$ cat config.mk
export PLATFORM = sky130hd
export DESIGN_NAME = polynomial_tap_writer
export DESIGN_NICKNAME = d
export VERILOG_FILES = /design/src/rtl/polynomial_pkg.sv /design/src/rtl/polynomial_tap_bank.sv /design/src/rtl/polynomial_tap_writer.sv
export SDC_FILE = /design/constraint.sdc
export NUM_CORES = 1
export LEC_CHECK = 0
export ABC_AREA = 1
export BUFFER_PORTS_ARGS = -buffer_cell sky130_fd_sc_hd__buf_2
export CORE_MARGIN = 1
export CORE_UTILIZATION = 55
export DETAILED_ROUTE_END_ITERATION = 8
export PLACE_DENSITY = 0.81
export SLEW_MARGIN = 5
export SYNTH_ARGS = -nofsm -noshare
export SYNTH_HDL_FRONTEND = slang
export SYNTH_SLANG_ARGS = --single-unit
$ cat constraint.sdc
create_clock -name clk -period 2.7 [get_ports clk]
set_clock_uncertainty 0.2 [all_clocks]
set_input_delay 0.675 -clock clk [delete_from_list [all_inputs] [get_ports clk]]
set_output_delay 0.675 -clock clk [all_outputs]
set_load 0.01 [all_outputs]
$ cat src/rtl/polynomial_pkg.sv
// rtl/polynomial_pkg.sv - shared float and tap-writer types for the polynomial estimator
package polynomial_pkg;

    localparam int C_FP_DWIDTH = 32;

    typedef logic [C_FP_DWIDTH-1:0] float_t;

    localparam float_t C_FP_ZERO = '0;

    typedef enum logic [1:0] {
        SM_LOAD      = 2'd0,
        SM_DISCARD   = 2'd1,
        SM_WAIT_SWAP = 2'd2
    } state_t;

endpackage

$ cat src/rtl/polynomial_tap_bank.sv
// rtl/polynomial_tap_bank.sv - shadow/active tap register banks with atomic commit
module polynomial_tap_bank
    import polynomial_pkg::*;
#(
    parameter int G_POLY_ORDER = 5,
    localparam int IW = $clog2(G_POLY_ORDER)
) (
    input  logic          clk,
    input  logic          rst_n,
    input  logic          wr_en_i,
    input  logic [IW-1:0] wr_idx_i,
    input  float_t        wr_data_i,
    input  logic          commit_i,
    output float_t        active_o [G_POLY_ORDER]
);

    float_t shadow_q [G_POLY_ORDER];
    float_t active_q [G_POLY_ORDER];

    always_ff @(posedge clk or negedge rst_n) begin
        if (!rst_n) begin
            for (int i = 0; i < G_POLY_ORDER; i++) begin
                shadow_q[i] <= C_FP_ZERO;
            end
        end else if (wr_en_i) begin
            shadow_q[wr_idx_i] <= wr_data_i;
        end
    end

    // Whole-bank copy in one edge so the estimator never sees a mixed set.
    always_ff @(posedge clk or negedge rst_n) begin
        if (!rst_n) begin
            for (int i = 0; i < G_POLY_ORDER; i++) begin
                active_q[i] <= C_FP_ZERO;
            end
        end else if (commit_i) begin
            active_q <= shadow_q;
        end
    end

    assign active_o = active_q;

endmodule

$ cat src/rtl/polynomial_tap_writer.sv
// rtl/polynomial_tap_writer.sv - framed tap loader that commits complete sets while the estimator is idle
module polynomial_tap_writer
    import polynomial_pkg::*;
#(
    parameter int G_POLY_ORDER = 5
) (
    input  logic        clk,
    input  logic        reset,
    input  logic        enable,
    input  float_t      tap_din,
    input  logic        tap_din_valid,
    input  logic        tap_din_last,
    output logic        tap_din_ready,
    input  logic        swap_allow,
    output float_t      taps_out [G_POLY_ORDER],
    output logic        taps_update,
    output logic        err_short,
    output logic        err_long,
    output logic [15:0] sets_loaded
);

    localparam int            IW       = $clog2(G_POLY_ORDER);
    localparam logic [IW-1:0] LAST_IDX = IW'(G_POLY_ORDER - 1);

    state_t        state_q, state_d;
    logic [IW-1:0] idx_q, idx_d;
    logic          ready_q, ready_d;
    logic          upd_q, upd_d;
    logic          es_q, es_d;
    logic          el_q, el_d;
    logic [15:0]   sets_q, sets_d;
    logic          wr_en;
    logic          commit;
    logic          xfer;

    assign xfer = tap_din_valid & ready_q;

    always_comb begin
        state_d = state_q;
        idx_d   = idx_q;
        upd_d   = 1'b0;
        es_d    = 1'b0;
        el_d    = 1'b0;
        sets_d  = sets_q;
        wr_en   = 1'b0;
        commit  = 1'b0;
        if (!enable) begin
            state_d = SM_LOAD;
            idx_d   = '0;
        end else begin
            unique case (state_q)
                SM_LOAD: begin
                    if (xfer) begin
                        wr_en = 1'b1;
                        if (idx_q == LAST_IDX) begin
                            idx_d = '0;
                            if (tap_din_last) begin
                                state_d = SM_WAIT_SWAP;
                            end else begin
                                el_d    = 1'b1;
                                state_d = SM_DISCARD;
                            end
                        end else if (tap_din_last) begin
                            es_d  = 1'b1;
                            idx_d = '0;
                        end else begin
                            idx_d = idx_q + IW'(1);
                        end
                    end
                end
                SM_DISCARD: begin
                    idx_d = '0;
                    if (xfer && tap_din_last) begin
                        state_d = SM_LOAD;
                    end
                end
                SM_WAIT_SWAP: begin
                    if (swap_allow) begin
                        commit  = 1'b1;
                        upd_d   = 1'b1;
                        sets_d  = sets_q + 16'd1;
                        idx_d   = '0;
                        state_d = SM_LOAD;
                    end
                end
                default: begin
                    state_d = SM_LOAD;
                    idx_d   = '0;
                end
            endcase
        end
        // Ready is registered from the next state so it drops the cycle the set completes.
        ready_d = enable && (state_d != SM_WAIT_SWAP);
    end

    always_ff @(posedge clk or negedge reset) begin
        if (!reset) begin
            state_q <= SM_LOAD;
            idx_q   <= '0;
            ready_q <= 1'b0;
            upd_q   <= 1'b0;
            es_q    <= 1'b0;
            el_q    <= 1'b0;
            sets_q  <= 16'd0;
        end else begin
            state_q <= state_d;
            idx_q   <= idx_d;
            ready_q <= ready_d;
            upd_q   <= upd_d;
            es_q    <= es_d;
            el_q    <= el_d;
            sets_q  <= sets_d;
        end
    end

    polynomial_tap_bank #(
        .G_POLY_ORDER (G_POLY_ORDER)
    ) u_bank (
        .clk       (clk),
        .rst_n     (reset),
        .wr_en_i   (wr_en),
        .wr_idx_i  (idx_q),
        .wr_data_i (tap_din),
        .commit_i  (commit),
        .active_o  (taps_out)
    );

    assign tap_din_ready = ready_q;
    assign taps_update   = upd_q;
    assign err_short     = es_q;
    assign err_long      = el_q;
    assign sets_loaded   = sets_q;

endmodule

==> flow_metrics.py <==
metrics = {
    "yosys": {
        "netlist_top_cells_area": "dfrtp_1 (67%), nand2_1 (20%), o21ai_0 (6.3%), inv_1 (1.7%), clkbuf_1 (1.4%)",
        "synthCells": 1383,
        "synth_seq_cells": 345,
        "synth-edff-count": 0,
        "yosys-top-cells-count": "nand2_1 (682), dfrtp_1 (345), o21ai_0 (162)",
        "post-synth-top-count-cell": "nand2_1",
        "synthArstFlopShare_pct": 100,
        "synth_top_area_share_pct": 66.8,
        "syn_avg_cell_area_um2": 9.35,
        "ys_warn_count": 0,
        "synth.largest_area_cell": "dfrtp_1",
        "synth_area_um2": 12900,
        "seq_area_frac_synth_pct": 66.8,
        "synth_fp_nets": 1424,
        "synth_ff_type": "dfrtp_1",
        "synth_cell_types": 21,
    },
    "clock_network": {
        "clk_latency_ns": 0.50,
        "root_buffer": "clkbuf_16",
        "clkSlewWorstSetupHoldPaths_ns": 0.06,
        "cts_tree": "yes",
        "cts.sinks": 345,
        "post_cts_buffers": 0,
        "clock_path_buffers": 3,
        "cts_buffers": 35,
        "htreeDepth": 2,
        "ctsResizeCount": 0,
    },
    "power_and_ir_drop": {
        "p_per_area_nw_per_um2": 724,
        "finalPower_uw": 11300,
        "power.leakage_uw": 0.00888,
        "peakVddDrop_uv": 406,
    },
    "floorplan": {
        "io_pins": 218,
        "rows": 55,
        "die_area_um2": 24100,
        "fp.dieW_um": 155,
        "die_y_um": 155,
        "start_util_pct": 56.6,
        "core_um2": 22800,
    },
    "worst_setup_path": {
        "worstSetupPathType": "reg2reg",
        "cp-end-kind": "flop",
        "cp_cell_sequence": "inv_1, nand2_1, nor3_4, nand3_2, buf_4, nand2_1, o21ai_0",
        "slowest_delay_ns": 0.39,
        "r2r_setup_slack_ns": 0.64,
        "critical-path-top-delay-family": "simple AND/OR/NAND/NOR gates",
        "worstPathArrival_ns": 2.21,
        "setup.worst_path.start_class": "flop",
        "crit_buf_inv": 2,
        "worstPathRequired_ns": 2.85,
        "slowest_stage": "dfrtp_1",
        "critPathMostFrequentCell": "nand2_1",
        "critical_path_peak_fanout": 64,
    },
    "timing": {
        "fmax_mhz": 485,
        "min_period_ns": 2.06,
        "fin_setup_tns_ns": 0,
        "hold_viol_final": 0,
        "tightest_slew_ns": 0.664,
        "max_slew_margin_pct": 55.7,
        "period_share_pct": 76.4,
        "finalSetupViolations": 0,
        "finalMaxSlewViolations": 0,
        "rsz0062_at_grt": "no",
    },
    "detailed_routing": {
        "vias": 9968,
        "ant_nets": 0,
        "wl_um": 30000,
        "via_per_inst": 5.17,
        "dr.first_iter.drc_count": 734,
        "drc_errors": 0,
        "routedWlPerCell_um": 15.6,
        "drt_pass1_iterations": 5,
    },
    "layout": {
        "finalNetCount": 1631,
        "area_growth_pct": 20.5,
        "antenna_cells": 0,
        "drive_gt1_share_pct": 18.5,
    },
    "min_path": {
        "holdCritPathClass": "in2reg",
    },
    "placement": {
        "dpl.hpwl_um": 18300,
        "gp_congestion": 0.846,
        "portBuffers": 217,
    },
    "run_status": {
        "outcome": "finished clean",
    },
    "job": {
        "maxCapViolCount": 0,
    },
    "global_routing": {
        "grt_use_total_pct": 25.6,
        "grt_pass1_vias": 9671,
        "gr-total-overflow": 0,
        "grt_max_degree": 89,
        "grt_antenna_before_repair": 0,
        "grt_pass1_wl_um": 49100,
    },
}
## cells in the final DEF (no fill, tap or decap), types with 2 or more instances in the layout
master,synthesis,routed
nand2_1,682,681
dfrtp_1,345,345
buf_2,19,216
o21ai_0,162,162
inv_1,60,60
clkbuf_16,0,37
nor2_1,23,22
nand3_1,12,12
buf_12,0,9
buf_4,0,9
xor2_1,8,8
clkbuf_1,47,7
clkinv_2,0,6
clkbuf_8,0,6
nand4_1,5,5
nand3_2,4,4
o21ai_1,4,4
ha_1,3,3
xnor2_1,2,2
bufinv_16,0,2
clkinvlp_4,0,2
## worst register-to-register path, cell delays in order, from the launching register on
cell and delay [ns]:
dfrtp_1 0.39, inv_1 0.08, nand2_1 0.15, nor3_4 0.35, nand3_2 0.09, buf_4 0.32
nand2_1 0.22, o21ai_0 0.11
## sequential cells by signal, indices dropped and copies added (netlist names)
register         flops
u_bank.active_o    160
tap_din_ready        1
err_long             1
state_q              2
sets_loaded         16
taps_update          1
u_bank.shadow_q    160
err_short            1
idx_q                3
## kinds of logic (layout without fill, tap and decap cells)
group	count (synthesis)	count (layout)	synth area share, %
flops	345	345	66.8
simple gates	730	730	21.9
buf+inv	127	359	3.87
xor+xnor	10	10	0.677
fa+ha+maj	3	3	0.290
compound gates	168	168	6.52
## routing by layer
layer	part of all wire [%]	vias up	GRT usage, %
li1	-	4706	-
met1	43	4809	36.8
met2	47	397	40.6
met3	7.3	56	3.65
met4	2.5	0	8.50
met5	0	-	0
## cell type report
type,instances,area [um^2]
Fill cell,1772,7270
Multi-Input combinational cell,911,3810
Timing Repair Buffer,236,1350
Clock inverter,12,123
Sequential cell,345,8630
Inverter,61,229
Clock buffer,50,1030
Tap cell,313,392
## where the power goes
group	switching, uW	total, uW	internal (uW)
Clock	1950	4820	2870
Combinational	385	609	223
Sequential	251	5850	5600
Total	2590	11300	8690
## stage by stage
step	area, um^2	std cells	util [%]	worst slack, ns	hold slack, ns
floorplan	12900	1383	-	0.720	0.179
global placement	14400	1865	63.1	0.438	0.249
detailed placement	14400	1865	63.1	0.311	0.253
CTS	15600	1928	68.2	0.666	0.245
global route	15600	1928	68.2	0.501	0.273
finish	15600	1928	68.2	0.637	0.264
## path summary, 6_finish.rpt
path	from	to	cells past startpoint
max in group asynchronous	reset	u_bank.shadow_q[116]	3
worst min register to register	u_bank.shadow_q[9]	u_bank.active_o[9]	2
worst max-delay path	state_q[0]	u_bank.shadow_q[52]	7
worst min-delay path	tap_din_last	err_short	3
min in group asynchronous	reset	sets_loaded[9]	2
worst max register to register	state_q[0]	u_bank.shadow_q[52]	7
## repair_timing
item | in CTS | in global routing
hold buffers | 1 | 0
endpoints found under the hold margin | 43 | 0
endpoints found under the setup margin | 0 | 0
Power figures use the tool's default switching activity.
